<file path="config.mk">
export PLATFORM = sky130hd
export DESIGN_NAME = sc_period_meter
export DESIGN_NICKNAME = d
export VERILOG_FILES = /design/src/rtl/sc_period_meter.sv
export SDC_FILE = /design/constraint.sdc
export NUM_CORES = 1
export LEC_CHECK = 0
export CAP_MARGIN = 20
export CORE_UTILIZATION = 35
export CTS_BUF_LIST = sky130_fd_sc_hd__clkbuf_4
export CTS_CLUSTER_SIZE = 8
export DETAILED_ROUTE_END_ITERATION = 8
export GPL_TIMING_DRIVEN = 1
export PLACE_DENSITY = 0.62
export SLEW_MARGIN = 20
export SYNTH_ARGS = -nofsm -noshare
export SYNTH_HDL_FRONTEND = slang
export SYNTH_SLANG_ARGS = --single-unit
export TNS_END_PERCENT = 20
</file>
<file path="constraint.sdc">
create_clock -name SC_PERIODMETER_CLOCK_50 -period 3.7 [get_ports SC_PERIODMETER_CLOCK_50]
set_input_delay 0.555 -clock SC_PERIODMETER_CLOCK_50 [delete_from_list [all_inputs] [get_ports SC_PERIODMETER_CLOCK_50]]
set_output_delay 0.555 -clock SC_PERIODMETER_CLOCK_50 [all_outputs]
set_load 0.005 [all_outputs]
</file>
<file path="src/rtl/sc_period_meter.sv">
// Active-low pulse train period meter: counts clock cycles between pulse starts, flags lock and overflow.
// Optional input synchronizer enabled by defining SC_PERIODMETER_SYNC_EN.
module sc_period_meter #(
  parameter int unsigned METER_DATAWIDTH = 8
) (
  input  logic                       SC_PERIODMETER_CLOCK_50,
  input  logic                       SC_PERIODMETER_RESET_InHigh,
  input  logic                       SC_PERIODMETER_signal_InLow,
  output logic [METER_DATAWIDTH-1:0] SC_PERIODMETER_period_OutBUS,
  output logic                       SC_PERIODMETER_valid_OutHigh,
  output logic                       SC_PERIODMETER_locked_OutHigh,
  output logic                       SC_PERIODMETER_overflow_OutHigh
);

  localparam int unsigned W = METER_DATAWIDTH;
  localparam logic [W-1:0] CNT_MAX = {W{1'b1}};

  typedef enum logic [1:0] {
    IDLE    = 2'd0,
    MEASURE = 2'd1,
    OVRF    = 2'd2
  } state_t;

  logic         clk;
  logic         rst;
  logic         sig_s;
  logic         edge_c;

  state_t       state_q,    state_d;
  logic [W-1:0] count_q,    count_d;
  logic [W-1:0] prev_q,     prev_d;
  logic [W-1:0] period_q,   period_d;
  logic         valid_q,    valid_d;
  logic         locked_q,   locked_d;
  logic         overflow_q, overflow_d;
  logic         last_q,     last_d;

  assign clk = SC_PERIODMETER_CLOCK_50;
  assign rst = SC_PERIODMETER_RESET_InHigh;

`ifdef SC_PERIODMETER_SYNC_EN
  // Two-stage synchronizer; resets high so no false edge leaves reset.
  logic [1:0] sync_q, sync_d;

  always_comb begin
    sync_d = {sync_q[0], SC_PERIODMETER_signal_InLow};
  end

  always_ff @(posedge clk) begin
    if (rst) sync_q <= 2'b11;
    else     sync_q <= sync_d;
  end

  assign sig_s = sync_q[1];
`else
  assign sig_s = SC_PERIODMETER_signal_InLow;
`endif

  // A falling edge starts a pulse; a held low never re-triggers.
  assign edge_c = last_q & ~sig_s;

  always_comb begin
    state_d    = state_q;
    count_d    = count_q;
    prev_d     = prev_q;
    period_d   = period_q;
    valid_d    = 1'b0;
    locked_d   = locked_q;
    overflow_d = overflow_q;
    last_d     = sig_s;

    case (state_q)
      IDLE: begin
        if (edge_c) begin
          count_d = W'(1);
          state_d = MEASURE;
        end
      end
      MEASURE: begin
        if (edge_c) begin
          period_d   = count_q;
          valid_d    = 1'b1;
          locked_d   = (count_q == prev_q) && (prev_q != '0);
          prev_d     = count_q;
          overflow_d = 1'b0;
          count_d    = W'(1);
        end else if (count_q == CNT_MAX) begin
          overflow_d = 1'b1;
          locked_d   = 1'b0;
          prev_d     = '0;
          state_d    = OVRF;
        end else begin
          count_d = count_q + W'(1);
        end
      end
      OVRF: begin
        // Re-arm only; the interval that overflowed is not reported.
        if (edge_c) begin
          count_d = W'(1);
          state_d = MEASURE;
        end
      end
      default: begin
        state_d = IDLE;
      end
    endcase
  end

  always_ff @(posedge clk) begin
    if (rst) begin
      state_q    <= IDLE;
      count_q    <= '0;
      prev_q     <= '0;
      period_q   <= '0;
      valid_q    <= 1'b0;
      locked_q   <= 1'b0;
      overflow_q <= 1'b0;
      last_q     <= 1'b1;
    end else begin
      state_q    <= state_d;
      count_q    <= count_d;
      prev_q     <= prev_d;
      period_q   <= period_d;
      valid_q    <= valid_d;
      locked_q   <= locked_d;
      overflow_q <= overflow_d;
      last_q     <= last_d;
    end
  end

  assign SC_PERIODMETER_period_OutBUS    = period_q;
  assign SC_PERIODMETER_valid_OutHigh    = valid_q;
  assign SC_PERIODMETER_locked_OutHigh   = locked_q;
  assign SC_PERIODMETER_overflow_OutHigh = overflow_q;

endmodule

</file>
* Yosys cells after proc, flatten, opt, wreduce, memory -nomap -nowiden
Cells that the tools add are included.
Storage, ports and cells: bits in registers 30, input port bits 3, output and inout bits 11, word-level logic and storage cells 46
Cells by class: $add $sub $neg 1, eq/ne operators 8, multiplexer cells 15, bitwise operators 3, reduce and logical (&&, ||, !) cells 11
Operators with widths (count):
- $mux 8 | 5
- $pmux 8 s2 | 1
- $add 8x1->8 const B | 1
- $eq 8x8->1 | 1
- $eq 8x8->1 const B | 1
- $reduce_bool 8->1 | 1
- $mux 2 | 3
- $reduce_and 3->1 | 2
- $mux 1 | 5
- $ne 2x2->1 const B | 2
- $pmux 2 s2 | 1
- $reduce_and 2->1 | 2
- $reduce_bool 2->1 | 2
- $reduce_or 2->1 | 2
- $ne 3x3->1 const B | 1
- $eq 2x1->1 const B | 1
- $eq 2x2->1 const B | 1
- $logic_not 2->1 | 1
- $ne 2x1->1 const B | 1
- $not 1->1 | 2
- $and 1x1->1 | 1
- $logic_and 1x1->1 | 1

* Depth between registers and ports, before layout
Gate-level depths: netlist of run 1.
depth in word-level cells 4, depth in mapped cells 5, mapped depth without buffers 5

* Least setup slack after synthesis of run 1
OpenSTA, ideal clock, no wires.
path type register to register, from register count_q[0], to register count_q[3], library setup time 0.070 ns, arrival 1.368 ns, required time 3.630 ns, path slack 2.261 ns, cell stages (with the launch flop) 6, buffers on the path 0, period minus slack after synthesis 1.439 ns, cell sequence dfxtp_1 ha_1 nand3_2 o21ai_4 or4_1 a21oi_1
On the way: cells in the longest elaborated chain, start to end 4, elaborated cells on any way between the ends 7, classes of those cells 1 x add/sub; 2 x eq/ne; 3 x mux; 1 x reduce/logical
RTL lines:
- start: declaration | RTL line 30 | logic [W-1:0] count_q, count_d;
- start signal: assignment | RTL line 121 | count_q <= count_d;
- $add 8x1->8 | RTL line 93 | count_d = count_q + W'(1);
- $mux 8 | RTL line 87 | end else if (count_q == CNT_MAX) begin
- $mux 8 | RTL line 80 | if (edge_c) begin
- $pmux 8 s2 | RTL line 72 | case (state_q)
Several ways; a longest one is shown, not always the timed one. The select of a mux whose other input is x is not followed. A chain may end at the register's enable or synchronous reset.

==> results of run 1 <==
## path summary, 6_finish.rpt
| kind | startpoint | endpoint | slack [ps] | cells past startpoint |
|---|---|---|---|---|
| worst max-delay path | SC_PERIODMETER_RESET_InHigh | SC_PERIODMETER_locked_OutHigh | 1690 | 4 |
| worst min-delay path | SC_PERIODMETER_period_OutBUS[4] | SC_PERIODMETER_period_OutBUS[4] | 460 | 2 |
| worst max register to register | state_q[0] | count_q[3] | 1850 | 4 |
| worst min register to register | SC_PERIODMETER_period_OutBUS[4] | SC_PERIODMETER_period_OutBUS[4] | 460 | 2 |
## cells in the mapped netlist
cell / instances / area share (%)
xnor2_1: 8 / 5.2
a32o_1: 1 / 0.74
o21ai_4: 1 / 1.2
o211ai_1: 3 / 1.7
nor2b_2: 1 / 0.65
a21oi_1: 16 / 5.9
a211oi_1: 1 / 0.56
o41ai_1: 1 / 0.65
nor2_1: 4 / 1.1
o31a_1: 1 / 0.65
o21a_1: 1 / 0.56
nand3b_1: 2 / 1.1
or2_1: 1 / 0.46
nand3_1: 6 / 2.2
nand4_4: 1 / 1.6
dfxtp_1: 30 / 45
or4_1: 2 / 1.1
nor2_2: 1 / 0.46
nand4_1: 2 / 0.93
nand3_2: 1 / 0.74
nand2_1: 22 / 6.1
nor2_4: 1 / 0.84
buf_6: 1 / 0.84
or2b_1: 1 / 0.56
a22o_1: 8 / 5.2
buf_2: 4 / 1.5
nor3_1: 2 / 0.74
ha_1: 1 / 0.93
nor2b_1: 1 / 0.46
nand2_2: 1 / 0.46
nor4_1: 2 / 0.93
inv_1: 5 / 1.4
clkbuf_1: 4 / 1.1
a31oi_1: 6 / 2.8
o22ai_2: 1 / 0.93
o2111ai_1: 1 / 0.65
nand2b_1: 3 / 1.4
or2_2: 2 / 0.93
## critical path: cells and delay by family
family	cells	cell delay [ps]
buffers and inverters	1	950
AOI/OAI and AO/OA	2	460
and+or+nand+nor	1	260
## power groups by stage
| stage | clock (mW) | combinational (mW) | sequential, mW |
|---|---|---|---|
| final | 0.189 | 0.0416 | 0.333 |
| after global routing | 0.209 | 0.0460 | 0.334 |
| after global placement | 0 | 0.0401 | 0.341 |
| after detailed placement | 0 | 0.0414 | 0.341 |
| after CTS | 0.197 | 0.0415 | 0.333 |
| after floorplan | 0 | 0.0348 | 0.338 |
## cell type report
class / instances / area, µm²
repair buffers: 13 / 130
fillers: 399 / 2150
flip-flops and latches: 30 / 601
inverters: 5 / 18.8
well taps: 48 / 60.1
multi-input cells: 106 / 681
clock buffers: 7 / 52.6
## registers in the layout, indices dropped and copies added, names as in the netlist
signal	count
last_q	1
state_q	2
SC_PERIODMETER_valid_OutHigh	1
SC_PERIODMETER_locked_OutHigh	1
SC_PERIODMETER_overflow_OutHigh	1
prev_q	8
SC_PERIODMETER_period_OutBUS	8
count_q	8
## per-layer routing
metal | GRT usage (%) | share of wire [%] | vias up
met1 | 20.1 | 49 | 540
li1 | - | - | 558
met5 | 0 | 0 | -
met2 | 23.8 | 46 | 22
met4 | 3.41 | 0.70 | 0
met3 | 6.61 | 4.4 | 2
## layout by cell type (no fill, tap or decap), types with 2 or more instances in the layout
cell             Yosys  routed
nand2_1             22      22
nor3_1               2       2
a31oi_1              6       6
o211ai_1             3       3
nor4_1               2       2
dfxtp_1             30      30
nand3_1              6       6
nor2_1               4       4
clkbuf_4             0       7
or2_2                2       2
inv_1                5       5
nand4_1              2       2
nand2b_1             3       3
a21oi_1             16      16
clkdlybuf4s50_1      0      13
xnor2_1              8       8
or4_1                2       2
nand3b_1             2       2
a22o_1               8       8
## cell families (layout without fill, tap and decap cells)
group | after synthesis | after routing
AND/OR/NAND/NOR | 56 | 56
AO/OA/AOI/OAI | 41 | 41
flip-flops | 30 | 30
buffers and inverters | 14 | 25
XOR/XNOR | 8 | 8
adder cells (fa/ha/maj) | 1 | 1
==> results by group, run 1 <==
Yosys
  • Average footprint of a synthesized cell: 8.98 µm²
  • Proportion of synthesized chip area in sequential cells: 44.6%
  • Area of the mapped netlist: 1350 µm²
  • Synth Warn #: 0
  • Count of cell types in the netlist: 38
  • Net count of the mapped netlist: 154
  • Post-synthesis sequential element count: 30
  • Number of cells produced by synthesis: 150
  • Fraction of synthesized area in multiplexers: 0%
  • Area fraction in compound gates after synthesis: 21.6%
  • Combinational family with the most area after synthesis: simple AND/OR/NAND/NOR gates
  • Fraction of synthesized cell area in xor and xnor cells: 5.20%
  • Area share of and/or/nand/nor cells after synthesis: 22.9%
  • Adder-Cell Fraction of Synth Area: 0.929%

GRT
  • First-pass GRT wire length: 4.94 mm
  • Maximum number of pins on one net before global-route repair: 21
  • Antenna violations before repair: 0
  • Number of global-route vias before repair: 1039
  • Total global-route track usage: 15.5%
  • Congestion Overflow GR: 0

Setup path
  • Type of destination of the critical path: register
  • Worst endpoint required time: 3920 ps
  • Type of the worst setup path: primary input to register
  • Maximum fanout along the worst path: 20
  • Data arrival, critical path: 2230 ps
  • Critical Path Slowest Stage Cell: clkdlybuf4s50_1
  • Critical path startpoint category: primary input
  • Slowest Stage Delay on Critical Path: 950 ps
  • Cell-by-cell trace of the critical path: clkdlybuf4s50_1, nand2b_1, o22ai_2, a32o_1

Die
  • Chip Height: 64.0 µm
  • Die boundary width: 64.0 µm
  • Area of the die: 4100 µm²
  • Initial cell density of the core: 36.5%
  • Top-level I/O count: 14
  • Area of the placeable core: 3690 µm²
  • Site Rows: 22

Power and ir drop
  • Combinational group share of total power: 7.4%
  • Fraction of power consumed by the clock network: 33.5%
  • Net Sw Frac: 24.2%
  • Leakage power: 0.506 nW
  • Sequential fraction of design power: 59.1%
  • Internal Pwr Total: 0.428 mW
  • Net Sw Power: 0.137 mW
  • Total power: 0.564 mW
  • PwrDens: 366 nW/µm²
  • Max rail drop VDD: 0.000207 V

Cells and area
  • Share of final-layout standard cells stronger than drive strength 1: 10.6%
  • Final Non-Filler Cells: 209
  • Cell area after layout: 1540 µm²
  • Layout overhead on the synthesized area: 14.6%
  • Post-layout utilization of the core: 41.8%
  • Final #Nets: 165
  • Count of antenna diodes in the layout: 0

Detailed routing
  • Wire length per cell after detailed routing: 13.7 µm
  • Initial DRC Count: 49
  • Overall via count from detail_route: 1122
  • Routed Wire Length: 2.87 mm
  • Remaining number of nets flagged by the antenna check after routing: 0
  • DRC violations left: 0
  • Detailed-route vias per instance: 5.37
  • Router iterations before antenna repair: 4

Clock network
  • TritonCTS buffer count: 5
  • Count of clock tree sinks: 30
  • Clock insertion delay at the later pin of the skew report: 330 ps
  • Number of buffers on the longest clock path: 2
  • Reg clk slew, reported paths: 80 ps
  • CTS tree: yes
  • Post-cts sizing count: 0
  • Hold buffer count at cts: 0
  • CTS root buffer: clkbuf_4
  • H-tree level count: 2
  • Post-CTS Setup Inserts: 0

Placed design
  • Cell area reported after detailed placement: 1490 µm²
  • Sum of net half-perimeters after detailed placement: 2.02 mm
  • Placer congestion estimate: 0.860
  • Number of input and output port buffers inserted: 13
  • Pre-CTS setup slack: 1370 ps
  • Placed cell count: 202

STA
  • Share of the clock period used by the worst path: 54.4%
  • Worst hold slack: 459 ps
  • Final sum of negative setup slack: 0 ps
  • Final count of pins violating max slew: 0
  • Final Setup Violations: 0
  • Worst-case setup margin in the final layout: 1690 ps
  • Setup repair after global routing missed its margin: no
  • Final critical path time including I/O delays and setup: 2010 ps
  • Worst Tran Pin Value: 747 ps
  • Slew margin rel.: 50.0%
  • Final Skew: 12.9 ps
  • Hold Violations, Final: 0
  • Maximum achievable frequency: 497 MHz

Status
  • Status: finished clean

Job
  • Count of maximum capacitance violations: 0

Hold path
  • HP Class: register to register
Power figures use the tool's default switching activity.
==> run 2, diff against run 1 <==
Settings changed: PLACE_DENSITY 0.62 to 0.64.
Clock period 3.7 ns to 1.85 ns, I/O delays scaled along.
==> results by group, run 2 (synthesis results as in run 1) <==
Status
  • Status: finished clean

Cells and area
  • Cell area after layout: 1630 µm²
  • Layout overhead on the synthesized area: 20.9%
  • Filler Cells Inserted: 398
  • Multi-input logic area: 681 µm²
  • Count of antenna diodes in the layout: 0
  • Final #Nets: 177
  • Final Non-Filler Cells: 221
  • Most common cell after layout, fill and taps aside: dfxtp_1
  • Seq. cell area: 601 µm²
  • Post-layout utilization of the core: 44.1%
  • Top library cells by usage in the layout, fill and taps aside: 30 x dfxtp_1, 22 x nand2_1, 16 x a21oi_1
  • Share of final-layout standard cells stronger than drive strength 1: 16.8%

GRT
  • Met2 demand-to-capacity share in global routing: 24.6%
  • First-pass GRT wire length: 5.07 mm
  • Met1 track demand over resource: 22.4%
  • Routing usage on met3: 3.93%
  • Maximum number of pins on one net before global-route repair: 11
  • Antenna violations before repair: 0
  • Total global-route track usage: 16.1%
  • Congestion Overflow GR: 0
  • Number of global-route vias before repair: 1060
  • Global route hottest layer: met2

Detailed routing
  • Routed Wire Length: 2.95 mm
  • Detailed-route vias per instance: 5.24
  • Remaining number of nets flagged by the antenna check after routing: 0
  • Router iterations before antenna repair: 4
  • Wire length per cell after detailed routing: 13.4 µm
  • Initial DRC Count: 46
  • DRC violations left: 0
  • Overall via count from detail_route: 1157

Power and ir drop
  • Net Sw Frac: 25.6%
  • Leakage power: 0.566 nW
  • Sequential fraction of design power: 58.7%
  • Max rail drop VDD: 0.000486 V
  • Fraction of power consumed by the clock network: 31.6%
  • Net Sw Power: 0.287 mW
  • PwrDens: 688 nW/µm²
  • Total power: 1.12 mW
  • Combinational group share of total power: 9.7%
  • Internal Pwr Total: 0.833 mW

STA
  • Share of the clock period used by the worst path: 83.5%
  • Slew margin rel.: 68.2%
  • Final count of pins violating max slew: 0
  • Final Skew: 4.79 ps
  • Setup repair after global routing missed its margin: no
  • Final critical path time including I/O delays and setup: 1540 ps
  • Worst-case setup margin in the final layout: 305 ps
  • Worst hold slack: 463 ps
  • Worst Tran Pin Value: 476 ps
  • Final Setup Violations: 0
  • Final sum of negative setup slack: 0 ps
  • Hold Violations, Final: 0
  • Maximum achievable frequency: 647 MHz

Placed design
  • Number of input and output port buffers inserted: 13
  • Placed cell count: 214
  • Sum of net half-perimeters after detailed placement: 2.17 mm
  • Pre-CTS setup slack: 116 ps
  • Cell area reported after detailed placement: 1580 µm²
  • Placer congestion estimate: 0.916

Die
  • Area of the placeable core: 3690 µm²
  • Top-level I/O count: 14
  • Site Rows: 22
  • Die boundary width: 64.0 µm
  • Chip Height: 64.0 µm
  • Initial cell density of the core: 36.5%
  • Area of the die: 4100 µm²

Clock network
  • Reg clk slew, reported paths: 90 ps
  • Clock insertion delay at the later pin of the skew report: 320 ps
  • CTS tree: yes
  • Count of clock tree sinks: 30
  • Post-CTS Setup Inserts: 0
  • H-tree level count: 2
  • Hold buffer count at cts: 0
  • Number of buffers on the longest clock path: 2
  • TritonCTS buffer count: 5
  • Post-cts sizing count: 0
  • CTS root buffer: clkbuf_4

Setup path
  • Critical Path Slowest Stage Cell: dfxtp_1
  • Critical path launch point: count_q[2]
  • Type of destination of the critical path: register
  • Worst endpoint required time: 2090 ps
  • Maximum fanout along the worst path: 8
  • Worst r2r src: count_q[2]
  • Type of the worst setup path: register to register
  • Slowest Stage Delay on Critical Path: 530 ps
  • Cell-by-cell trace of the critical path: nand3_1, or4_1, a21oi_1
  • Critical path startpoint category: register
  • Data arrival, critical path: 1780 ps

Job
  • Count of maximum capacitance violations: 0

Hold path
  • HP Class: register to register
  • Worst min-delay path startpoint: SC_PERIODMETER_period_OutBUS[5]
[run 2: worst max-delay path: cells and delay by family, from the launching register on]
kind               cells  cell delay, ps
and+or+nand+nor        2             750
DFF                    1             530
AOI/OAI and AO/OA      1             180
[run 2: worst paths after layout]
path / end / slack [ps] / cells after the start
worst max register to register: count_q[3] / 310 / 3
worst min-delay path: SC_PERIODMETER_period_OutBUS[5] / 460 / 2
worst min register to register: SC_PERIODMETER_period_OutBUS[5] / 460 / 2
worst max-delay path: count_q[3] / 310 / 3
[run 2: area by class of cell]
cell class | instances | share of cell area [%]
multi-input cells | 106 | 41.8
flip-flops and latches | 30 | 36.9
repair buffers | 25 | 13.5
well taps | 48 | 3.69
clock buffers | 5 | 2.31
inverters | 5 | 1.15
clock inverters | 2 | 0.615
[run 2: power by group through the flow]
stage	Clock, mW	Sequential, mW	Combinational [mW]
3_3_place_gp	0	0.673	0.105
4_1_cts	0.365	0.658	0.108
3_5_place_dp	0	0.673	0.108
5_1_grt	0.391	0.660	0.120
6_report	0.354	0.658	0.108
2_1_floorplan	0	0.675	0.0696
[run 2: routing by layer]
layer / wire (µm) / share of wire [%]
met5: 0 / 0
met4: 16 / 0.54
met2: 1360 / 46
met1: 1440 / 49
met3: 136 / 4.6
